<file path="src/rtl/spi_frame_receiver.sv">
// SPI mode-0 target, MSB first. Oversamples SCLK/CS/MOSI on the system clock,
// assembles words from MOSI, returns tx_data words on MISO and reports
// per-word and per-frame status.
module spi_frame_receiver #(
  parameter int WORD_W = 8,
  parameter int CNT_W  = 8
) (
  input  logic              CLK_16MHZ,
  input  logic              rst,
  input  logic              spi_sclk,
  input  logic              spi_cs_n,
  input  logic              spi_mosi,
  output logic              spi_miso,
  input  logic [WORD_W-1:0] tx_data,
  output logic [WORD_W-1:0] rx_data,
  output logic              rx_valid,
  output logic              frame_active,
  output logic              frame_error,
  output logic [CNT_W-1:0]  byte_count
);

  localparam int BCW = (WORD_W > 1) ? $clog2(WORD_W) : 1;

  typedef enum logic {IDLE, ACTIVE} state_t;

  // Byte counter increments but sticks at all-ones.
  function automatic logic [CNT_W-1:0] sat_inc(input logic [CNT_W-1:0] v);
    if (&v) return v;
    return v + 1'b1;
  endfunction

  // Sync chains: [0]/[1] are the two synchroniser stages, [2] is edge history.
  logic [2:0]        sclk_q, sclk_d;
  logic [2:0]        cs_q, cs_d;
  logic [1:0]        mosi_q, mosi_d;
  // Marks when the CS chain holds pin values rather than its reset fill.
  logic [1:0]        fill_q, fill_d;
  logic              armed_q, armed_d;
  state_t            state_q, state_d;
  logic [BCW-1:0]    bit_cnt_q, bit_cnt_d;
  logic [WORD_W-1:0] rx_shift_q, rx_shift_d;
  logic [WORD_W-1:0] tx_shift_q, tx_shift_d;
  logic              skip_q, skip_d;
  logic [WORD_W-1:0] rx_data_q, rx_data_d;
  logic              rx_valid_q, rx_valid_d;
  logic              frame_error_q, frame_error_d;
  logic [CNT_W-1:0]  byte_count_q, byte_count_d;

  logic              sclk_rise, sclk_fall, cs_rise, cs_fall, cs_s, mosi_s;
  logic [WORD_W-1:0] word_next;

  assign cs_s      = cs_q[1];
  assign mosi_s    = mosi_q[1];
  assign sclk_rise =  sclk_q[1] & ~sclk_q[2];
  assign sclk_fall = ~sclk_q[1] &  sclk_q[2];
  assign cs_rise   =  cs_q[1] & ~cs_q[2];
  assign cs_fall   = ~cs_q[1] &  cs_q[2];
  assign word_next = {rx_shift_q[WORD_W-2:0], mosi_s};

  assign spi_miso     = (state_q == ACTIVE) ? tx_shift_q[WORD_W-1] : 1'b0;
  assign rx_data      = rx_data_q;
  assign rx_valid     = rx_valid_q;
  assign frame_active = (state_q == ACTIVE);
  assign frame_error  = frame_error_q;
  assign byte_count   = byte_count_q;

  // Next-state logic for synchronisers, FSM and datapath.
  always_comb begin
    sclk_d        = {sclk_q[1:0], spi_sclk};
    cs_d          = {cs_q[1:0], spi_cs_n};
    mosi_d        = {mosi_q[0], spi_mosi};
    fill_d        = {fill_q[0], 1'b1};
    // Arming only counts CS high once the chain carries real pin samples, so
    // a CS already low at reset release cannot look like a fresh falling edge.
    armed_d       = armed_q | (fill_q[1] & cs_s);
    state_d       = state_q;
    bit_cnt_d     = bit_cnt_q;
    rx_shift_d    = rx_shift_q;
    tx_shift_d    = tx_shift_q;
    skip_d        = skip_q;
    rx_data_d     = rx_data_q;
    rx_valid_d    = 1'b0;
    frame_error_d = 1'b0;
    byte_count_d  = byte_count_q;
    case (state_q)
      IDLE: begin
        if (cs_fall && armed_q) begin
          state_d      = ACTIVE;
          bit_cnt_d    = '0;
          byte_count_d = '0;
          tx_shift_d   = tx_data;
          skip_d       = 1'b0;
        end
      end
      ACTIVE: begin
        // CS release has priority over any SCLK edge in the same cycle.
        if (cs_rise) begin
          state_d       = IDLE;
          frame_error_d = (bit_cnt_q != '0);
          bit_cnt_d     = '0;
        end else if (sclk_rise) begin
          rx_shift_d = word_next;
          if (bit_cnt_q == BCW'(WORD_W - 1)) begin
            rx_data_d    = word_next;
            rx_valid_d   = 1'b1;
            bit_cnt_d    = '0;
            byte_count_d = sat_inc(byte_count_q);
            tx_shift_d   = tx_data;
            skip_d       = 1'b1;
          end else begin
            bit_cnt_d = bit_cnt_q + 1'b1;
          end
        end else if (sclk_fall) begin
          // The reloaded MSB is already on MISO; keep it for the next rise.
          if (skip_q) skip_d = 1'b0;
          else        tx_shift_d = {tx_shift_q[WORD_W-2:0], 1'b0};
        end
      end
      default: state_d = IDLE;
    endcase
  end

  // State registers with synchronous reset.
  always_ff @(posedge CLK_16MHZ) begin
    if (rst) begin
      sclk_q        <= 3'b000;
      cs_q          <= 3'b111;
      mosi_q        <= 2'b00;
      fill_q        <= 2'b00;
      armed_q       <= 1'b0;
      state_q       <= IDLE;
      bit_cnt_q     <= '0;
      rx_shift_q    <= '0;
      tx_shift_q    <= '0;
      skip_q        <= 1'b0;
      rx_data_q     <= '0;
      rx_valid_q    <= 1'b0;
      frame_error_q <= 1'b0;
      byte_count_q  <= '0;
    end else begin
      sclk_q        <= sclk_d;
      cs_q          <= cs_d;
      mosi_q        <= mosi_d;
      fill_q        <= fill_d;
      armed_q       <= armed_d;
      state_q       <= state_d;
      bit_cnt_q     <= bit_cnt_d;
      rx_shift_q    <= rx_shift_d;
      tx_shift_q    <= tx_shift_d;
      skip_q        <= skip_d;
      rx_data_q     <= rx_data_d;
      rx_valid_q    <= rx_valid_d;
      frame_error_q <= frame_error_d;
      byte_count_q  <= byte_count_d;
    end
  end

endmodule

</file>
<file path="config.mk">
export PLATFORM = sky130hd
export DESIGN_NAME = spi_frame_receiver
export DESIGN_NICKNAME = d
export VERILOG_FILES = /design/src/rtl/spi_frame_receiver.sv
export SDC_FILE = /design/constraint.sdc
export NUM_CORES = 1
export LEC_CHECK = 0
export ABC_AREA = 0
export ABC_CLOCK_PERIOD_IN_PS = 2020
export CAP_MARGIN = 20
export CELL_PAD_IN_SITES_DETAIL_PLACEMENT = 0
export CELL_PAD_IN_SITES_GLOBAL_PLACEMENT = 1
export CORE_ASPECT_RATIO = 0.7
export CORE_MARGIN = 2
export CORE_UTILIZATION = 48
export CTS_CLUSTER_DIAMETER = 40
export CTS_CLUSTER_SIZE = 14
export DETAILED_ROUTE_END_ITERATION = 16
export DONT_BUFFER_PORTS = 1
export MAX_ROUTING_LAYER = met4
export PLACE_DENSITY = 0.8
export SETUP_SLACK_MARGIN = 0.15
export SYNTH_ARGS = -nofsm -noshare
export SYNTH_HDL_FRONTEND = slang
export SYNTH_SLANG_ARGS = --single-unit
</file>
<file path="constraint.sdc">
create_clock -name CLK_16MHZ -period 2.02 [get_ports CLK_16MHZ]
set_input_delay 0.404 -clock CLK_16MHZ [delete_from_list [all_inputs] [get_ports CLK_16MHZ]]
set_output_delay 0.404 -clock CLK_16MHZ [all_outputs]
set_load 0.03 [all_outputs]
</file>
==> results of run 1 <==
-- power by group --
part	switching (mW)	total, mW	internal [mW]
logic	0.0289	0.0513	0.0224
clock network	0.325	0.695	0.370
registers	0.00779	0.987	0.979
-- flip-flops by register name (all words and copies together), names as in the netlist, 2 cells and up --
register    cells
bit_cnt_q       3
byte_count      8
cs_q            3
fill_q          2
mosi_q          2
rx_data         8
rx_shift_q      7
sclk_q          3
tx_shift_q      8
-- cell families (layout without fill, tap and decap cells) --
| group | after synthesis | count (layout) | synth area share [%] |
|---|---|---|---|
| buffers and inverters | 22 | 25 | 6.07 |
| muxes | 22 | 22 | 10.3 |
| DFF | 49 | 49 | 45.7 |
| and+or+nand+nor | 71 | 71 | 19.3 |
| AOI/OAI and AO/OA | 45 | 45 | 15.7 |
| adders and majority gates | 5 | 5 | 2.92 |
-- cells in the final DEF, fill, tap and decap left out, types with 5 or more instances in the layout --
master,instances
sky130_fd_sc_hd__o41ai_1,6
sky130_fd_sc_hd__nand3_1,8
sky130_fd_sc_hd__inv_1,6
sky130_fd_sc_hd__mux2i_1,22
sky130_fd_sc_hd__a31oi_1,8
sky130_fd_sc_hd__a21oi_1,8
sky130_fd_sc_hd__o211ai_1,10
sky130_fd_sc_hd__clkbuf_8,5
sky130_fd_sc_hd__nand2_1,7
sky130_fd_sc_hd__ha_1,5
sky130_fd_sc_hd__buf_4,11
sky130_fd_sc_hd__dfxtp_1,49
sky130_fd_sc_hd__nor2b_1,8
sky130_fd_sc_hd__nor2_1,21
-- cell type report --
class / count / area, µm²
fillers: 381 / 2020
clock inverters: 3 / 46.3
clock buffers: 5 / 68.8
repair buffers: 11 / 82.6
well taps: 55 / 68.8
multi-input cells: 143 / 1040
inverters: 6 / 22.5
flip-flops and latches: 49 / 981
-- critical path, stage by stage, from the launching register on --
cell and delay (ns):
sky130_fd_sc_hd__dfxtp_1 0.45, sky130_fd_sc_hd__buf_4 0.24, sky130_fd_sc_hd__and2_1 0.32
-- metrics by stage --
step / utilization, % / hold WS [ns] / total power [mW] / cells
global placement: 50.5 / 0.401 / 1.06 / 264
detailed placement: 50.5 / 0.392 / 1.06 / 264
global route: 53.4 / 0.140 / 1.80 / 272
CTS: 53.2 / 0.152 / 1.75 / 272
finish: 53.4 / 0.163 / 1.73 / 272
floorplan: - / 0.389 / 1.07 / 214
-- path summary, 6_finish.rpt --
kind | from | end | slack, ns | depth (start not counted)
worst max-delay path | frame_active | spi_miso | 0.30 | 2
worst min-delay path | rst | byte_count[1] | 0.16 | 1
worst max register to register | bit_cnt_q[0] | byte_count[2] | 0.31 | 6
worst min register to register | cs_q[0] | cs_q[1] | 0.41 | 1
-- metal layers --
layer	GRT usage, %	vias to the layer above	wire length, µm
met3	5.80	4	180
li1	-	782	-
met4	6.22	0	40
met1	20.0	719	1890
met2	28.5	27	1810
met5	-	-	0
-- timing repair --
action	in CTS	in global routing
gates resized for setup	0	1
endpoints found under the setup margin	0	1
setup buffers	0	0
==> run_summary.xml, run 1 <==
<?xml version="1.0" encoding="UTF-8"?>
<metrics>
  <group name="timing">
    <metric name="final_setup_vio_count" unit="">0</metric>
    <metric name="min_period" unit="ns">1.72</metric>
    <metric name="hold_viol" unit="">0</metric>
    <metric name="layout_worst_path_cycle_share" unit="%">85.2</metric>
    <metric name="fmaxAchievable" unit="MHz">581</metric>
    <metric name="fin_skew" unit="ns">0.00677</metric>
    <metric name="post-route-worst-setup-slack" unit="ns">0.299</metric>
    <metric name="totalNegativeSetupSlack" unit="ns">0</metric>
    <metric name="drv_slew" unit="">0</metric>
    <metric name="worst_slew_margin_rel" unit="%">67.8</metric>
    <metric name="rsz0062_at_grt" unit="">false</metric>
    <metric name="max_slew.worst_pin.slew" unit="ns">0.483</metric>
  </group>
  <group name="global_route">
    <metric name="grt_antenna_before_repair" unit="">0</metric>
    <metric name="global_route_wire_length_before_repair" unit="mm">6.65</metric>
    <metric name="gr-total-overflow" unit="">0</metric>
    <metric name="grt_start_max_net_pins" unit="">45</metric>
    <metric name="grt_pass1_vias" unit="">1479</metric>
    <metric name="grt_usage" unit="%">17.2</metric>
  </group>
  <group name="floorplanning">
    <metric name="core-area" unit="µm²">4330</metric>
    <metric name="die_w" unit="µm">83.9</metric>
    <metric name="core.rowCount" unit="">20</metric>
    <metric name="die_height" unit="µm">59.9</metric>
    <metric name="die_area" unit="µm²">5030</metric>
    <metric name="io_pins" unit="">33</metric>
    <metric name="initial_core_util" unit="%">49.5</metric>
  </group>
  <group name="power">
    <metric name="total_leakage_power" unit="nW">1.00</metric>
    <metric name="max-vdd-ir-drop" unit="V">0.000534</metric>
    <metric name="pwr_density_cell" unit="nW/µm²">750</metric>
  </group>
  <group name="synthesis">
    <metric name="synth_sequential_area_ratio" unit="%">45.7</metric>
    <metric name="synth_seq_cells" unit="">49</metric>
    <metric name="synth_async_sr_flop_share" unit="%">0</metric>
    <metric name="ys_warn_count" unit="">0</metric>
    <metric name="synth.cell_area" unit="µm²">2140</metric>
    <metric name="ys_types" unit="">42</metric>
    <metric name="yosysTopAreaCellShare" unit="%">45.7</metric>
    <metric name="mappedNetlistNets" unit="">232</metric>
    <metric name="synth.area.top_cells" unit="">sky130_fd_sc_hd__dfxtp_1, sky130_fd_sc_hd__mux2i_1, sky130_fd_sc_hd__nor2_1</metric>
    <metric name="synthesis.area_per_instance" unit="µm²">10.0</metric>
    <metric name="post_synth_most_frequent_cells" unit="">sky130_fd_sc_hd__dfxtp_1, sky130_fd_sc_hd__mux2i_1, sky130_fd_sc_hd__nor2_1</metric>
    <metric name="synth-edff-count" unit="">0</metric>
    <metric name="postSynthCellCount" unit="">214</metric>
    <metric name="yosys.cell_count.top_type" unit="">sky130_fd_sc_hd__dfxtp_1</metric>
    <metric name="synth-main-ff-cell" unit="">sky130_fd_sc_hd__dfxtp_1</metric>
    <metric name="synth.largest_area_cell" unit="">sky130_fd_sc_hd__dfxtp_1</metric>
  </group>
  <group name="setup_path">
    <metric name="worst-setup-path-type" unit="">reg -&gt; out</metric>
    <metric name="cp_data_required_time" unit="ns">1.62</metric>
    <metric name="critical_path.endpoint_type" unit="">output pin</metric>
    <metric name="crit_path_max_fanout" unit="">6</metric>
    <metric name="timing.critical_path.arrival" unit="ns">1.32</metric>
    <metric name="crit_path_start_kind" unit="">register</metric>
  </group>
  <group name="cts">
    <metric name="clock_network_latency_to_the_later_pin_of_the_worst_skew_pair" unit="ns">0.30</metric>
    <metric name="clkSlewWorstSetupHoldPaths" unit="ns">0.09</metric>
    <metric name="numCtsBuffers" unit="">5</metric>
    <metric name="clock-root-buffer" unit="">sky130_fd_sc_hd__clkbuf_8</metric>
    <metric name="tritoncts" unit="">yes</metric>
    <metric name="cts_hold_repair.buffers" unit="">0</metric>
    <metric name="bufs_on_longest_clock_path" unit="">2</metric>
    <metric name="tritoncts_num_sinks" unit="">49</metric>
    <metric name="clock_h_tree_levels" unit="">2</metric>
  </group>
  <group name="placed_design">
    <metric name="globalplace.congestion" unit="">0.774</metric>
    <metric name="hpwl" unit="mm">2.73</metric>
    <metric name="placed_cell_area" unit="µm²">2190</metric>
    <metric name="detailedPlace.worstSlack" unit="ns">0.355</metric>
    <metric name="port_buffers" unit="">0</metric>
  </group>
  <group name="drt">
    <metric name="drc_errors" unit="">0</metric>
    <metric name="first_iter_violations" unit="">86</metric>
    <metric name="post_drt_via_cell_ratio" unit="">5.63</metric>
    <metric name="firstDrtPassIters" unit="">5</metric>
    <metric name="totalWireLength" unit="mm">3.92</metric>
    <metric name="detailroute.via_count" unit="">1532</metric>
    <metric name="route.detailed.wl_per_inst" unit="µm">14.4</metric>
    <metric name="final_antenna_net_count" unit="">0</metric>
  </group>
  <group name="cells_and_area">
    <metric name="synthToLayoutAreaGrowth" unit="%">7.76</metric>
    <metric name="design_area" unit="µm²">2310</metric>
    <metric name="nNetsFinal" unit="">234</metric>
    <metric name="final_layout_size_suffix_gt1_share" unit="%">14.3</metric>
    <metric name="n_antenna_cell" unit="">0</metric>
  </group>
  <group name="outcome">
    <metric name="outcome" unit="">complete, no violations</metric>
  </group>
  <group name="hold_path">
    <metric name="worst_hold_path_type" unit="">in -&gt; reg</metric>
  </group>
  <group name="run">
    <metric name="max-cap-violations" unit="">0</metric>
  </group>
</metrics>
(Power assumes the default switching activity.)
==> inputs of run 2 (changes only) <==
--- a/config.mk
+++ b/config.mk
@@ -14,7 +14,7 @@
 export CORE_MARGIN = 2
 export CORE_UTILIZATION = 48
 export CTS_CLUSTER_DIAMETER = 40
-export CTS_CLUSTER_SIZE = 14
+export CTS_CLUSTER_SIZE = 40
 export DETAILED_ROUTE_END_ITERATION = 16
 export DONT_BUFFER_PORTS = 1
 export MAX_ROUTING_LAYER = met4
==> results of run 2 <==
Same layout as run 1: the final DEF is identical, and so are final timing and power.
==> inputs of run 3 (changes only) <==
--- a/config.mk
+++ b/config.mk
@@ -19,7 +19,9 @@
 export DONT_BUFFER_PORTS = 1
 export MAX_ROUTING_LAYER = met4
 export PLACE_DENSITY = 0.8
+export RECOVER_POWER = 25
 export SETUP_SLACK_MARGIN = 0.15
+export SKIP_CTS_REPAIR_TIMING = 1
 export SYNTH_ARGS = -nofsm -noshare
 export SYNTH_HDL_FRONTEND = slang
 export SYNTH_SLANG_ARGS = --single-unit
==> run 3 against run 2 <==
Non-clock buffer count unchanged. Cell count unchanged. First-iteration DRC count stayed put. Combinational power about the same. Sequential power hardly changed. Flip-flop and latch count did not move. Clock power about the same. Die area stayed put. Design area fell by 0.16%. Largest cell class unchanged. Largest power group unchanged.
==> run_summary.xml, run 3 (synthesized netlist as in run 1, its figures left out) <==
<?xml version="1.0" encoding="UTF-8"?>
<metrics>
  <group name="timing">
    <metric name="post-route-worst-setup-slack" unit="ns">0.299</metric>
    <metric name="max_slew.worst_pin.slew" unit="ns">0.483</metric>
    <metric name="worst_slew_margin_rel" unit="%">67.8</metric>
    <metric name="fin_skew" unit="ns">0.00677</metric>
    <metric name="rsz0062_at_grt" unit="">false</metric>
    <metric name="min_period" unit="ns">1.72</metric>
    <metric name="hold_viol" unit="">0</metric>
    <metric name="final_setup_vio_count" unit="">0</metric>
    <metric name="holdWs" unit="ns">0.162</metric>
    <metric name="layout_worst_path_cycle_share" unit="%">85.2</metric>
    <metric name="totalNegativeSetupSlack" unit="ns">0</metric>
    <metric name="fmaxAchievable" unit="MHz">581</metric>
    <metric name="drv_slew" unit="">0</metric>
  </group>
  <group name="cells_and_area">
    <metric name="n_antenna_cell" unit="">0</metric>
    <metric name="nNetsFinal" unit="">234</metric>
    <metric name="most_frequent_standard_cell_in_the_layout_excluding_fill_and_tap_cells" unit="">sky130_fd_sc_hd__dfxtp_1</metric>
    <metric name="mostFrequentLayoutCells" unit="">sky130_fd_sc_hd__dfxtp_1, sky130_fd_sc_hd__mux2i_1, sky130_fd_sc_hd__nor2_1</metric>
    <metric name="design_area" unit="µm²">2310</metric>
    <metric name="final_layout_size_suffix_gt1_share" unit="%">13.8</metric>
    <metric name="final_util" unit="%">53.3</metric>
    <metric name="fin_cells" unit="">272</metric>
    <metric name="synthToLayoutAreaGrowth" unit="%">7.58</metric>
  </group>
  <group name="power">
    <metric name="power.share.switching" unit="%">20.9</metric>
    <metric name="p_int" unit="mW">1.37</metric>
    <metric name="combinationalPowerShare" unit="%">3.0</metric>
    <metric name="total_power" unit="mW">1.74</metric>
    <metric name="total_leakage_power" unit="nW">0.999</metric>
    <metric name="power.net_switching" unit="µW">363</metric>
    <metric name="pwr_density_cell" unit="nW/µm²">752</metric>
    <metric name="power_frac_seq" unit="%">56.9</metric>
    <metric name="max-vdd-ir-drop" unit="V">0.000534</metric>
    <metric name="clock_power_share" unit="%">40.2</metric>
  </group>
  <group name="placed_design">
    <metric name="detailedPlace.worstSlack" unit="ns">0.355</metric>
    <metric name="place_inst" unit="">264</metric>
    <metric name="hpwl" unit="mm">2.73</metric>
    <metric name="port_buffers" unit="">0</metric>
    <metric name="globalplace.congestion" unit="">0.774</metric>
    <metric name="placed_cell_area" unit="µm²">2190</metric>
  </group>
  <group name="floorplanning">
    <metric name="die_area" unit="µm²">5030</metric>
    <metric name="core-area" unit="µm²">4330</metric>
    <metric name="die_height" unit="µm">59.9</metric>
    <metric name="die_w" unit="µm">83.9</metric>
    <metric name="core.rowCount" unit="">20</metric>
    <metric name="io_pins" unit="">33</metric>
    <metric name="initial_core_util" unit="%">49.5</metric>
  </group>
  <group name="drt">
    <metric name="route.detailed.wl_per_inst" unit="µm">14.5</metric>
    <metric name="final_antenna_net_count" unit="">0</metric>
    <metric name="drc_errors" unit="">0</metric>
    <metric name="post_drt_via_cell_ratio" unit="">5.64</metric>
    <metric name="totalWireLength" unit="mm">3.93</metric>
    <metric name="firstDrtPassIters" unit="">5</metric>
    <metric name="first_iter_violations" unit="">86</metric>
    <metric name="detailroute.via_count" unit="">1535</metric>
  </group>
  <group name="cts">
    <metric name="tritoncts_num_sinks" unit="">49</metric>
    <metric name="clock_network_latency_to_the_later_pin_of_the_worst_skew_pair" unit="ns">0.30</metric>
    <metric name="bufs_on_longest_clock_path" unit="">2</metric>
    <metric name="clkSlewWorstSetupHoldPaths" unit="ns">0.09</metric>
    <metric name="tritoncts" unit="">yes</metric>
    <metric name="clock_h_tree_levels" unit="">2</metric>
    <metric name="numCtsBuffers" unit="">5</metric>
    <metric name="clock-root-buffer" unit="">sky130_fd_sc_hd__clkbuf_8</metric>
  </group>
  <group name="global_route">
    <metric name="grt_usage" unit="%">17.2</metric>
    <metric name="gr-total-overflow" unit="">0</metric>
    <metric name="grt_antenna_before_repair" unit="">0</metric>
    <metric name="grt_pass1_vias" unit="">1479</metric>
    <metric name="global_route_wire_length_before_repair" unit="mm">6.65</metric>
    <metric name="grt_start_max_net_pins" unit="">45</metric>
  </group>
  <group name="setup_path">
    <metric name="crit_path_start_kind" unit="">register</metric>
    <metric name="worst-setup-path-type" unit="">reg -&gt; out</metric>
    <metric name="critical_path.endpoint_type" unit="">output pin</metric>
    <metric name="cp_data_required_time" unit="ns">1.62</metric>
    <metric name="timing.critical_path.arrival" unit="ns">1.32</metric>
    <metric name="crit_path_max_fanout" unit="">6</metric>
  </group>
  <group name="hold_path">
    <metric name="worst_hold_path_type" unit="">in -&gt; reg</metric>
  </group>
  <group name="outcome">
    <metric name="outcome" unit="">complete, no violations</metric>
  </group>
  <group name="run">
    <metric name="max-cap-violations" unit="">0</metric>
  </group>
</metrics>
run 3: worst max-delay path: stages, from the launching register on:
cell and delay [ns]:
sky130_fd_sc_hd__dfxtp_1 0.45, sky130_fd_sc_hd__buf_4 0.24, sky130_fd_sc_hd__and2_1 0.32
run 3: power by group through the flow:
stage                     registers [mW]  clock network (mW)  logic (mW)
final                              0.987               0.697      0.0514
after global routing               0.989               0.752      0.0566
after detailed placement            1.01                   0      0.0507
after floorplan                     1.01                   0      0.0593
after global placement              1.01                   0      0.0483
after CTS                          0.987               0.712      0.0508
run 3: worst paths after layout:
check / slack (ns) / to / cells past startpoint / start
worst max-delay path: 0.30 / spi_miso / 2 / frame_active
worst min-delay path: 0.16 / byte_count[1] / 1 / rst
worst max register to register: 0.31 / byte_count[2] / 6 / bit_cnt_q[0]
worst min register to register: 0.41 / cs_q[1] / 1 / cs_q[0]
run 3: area by class of cell:
class	count	area [µm²]
fillers	382	2020
multi-input cells	143	1040
flip-flops and latches	49	981
repair buffers	11	78.8
clock buffers	5	68.8
well taps	55	68.8
clock inverters	3	46.3
inverters	6	22.5
run 3: per-layer routing:
metal | vias up | wire (µm) | track usage [%]
li1 | 782 | - | -
met1 | 717 | 1900 | 20.0
met2 | 32 | 1810 | 28.5
met3 | 4 | 179 | 5.80
met4 | 0 | 40 | 6.22
met5 | - | 0 | -
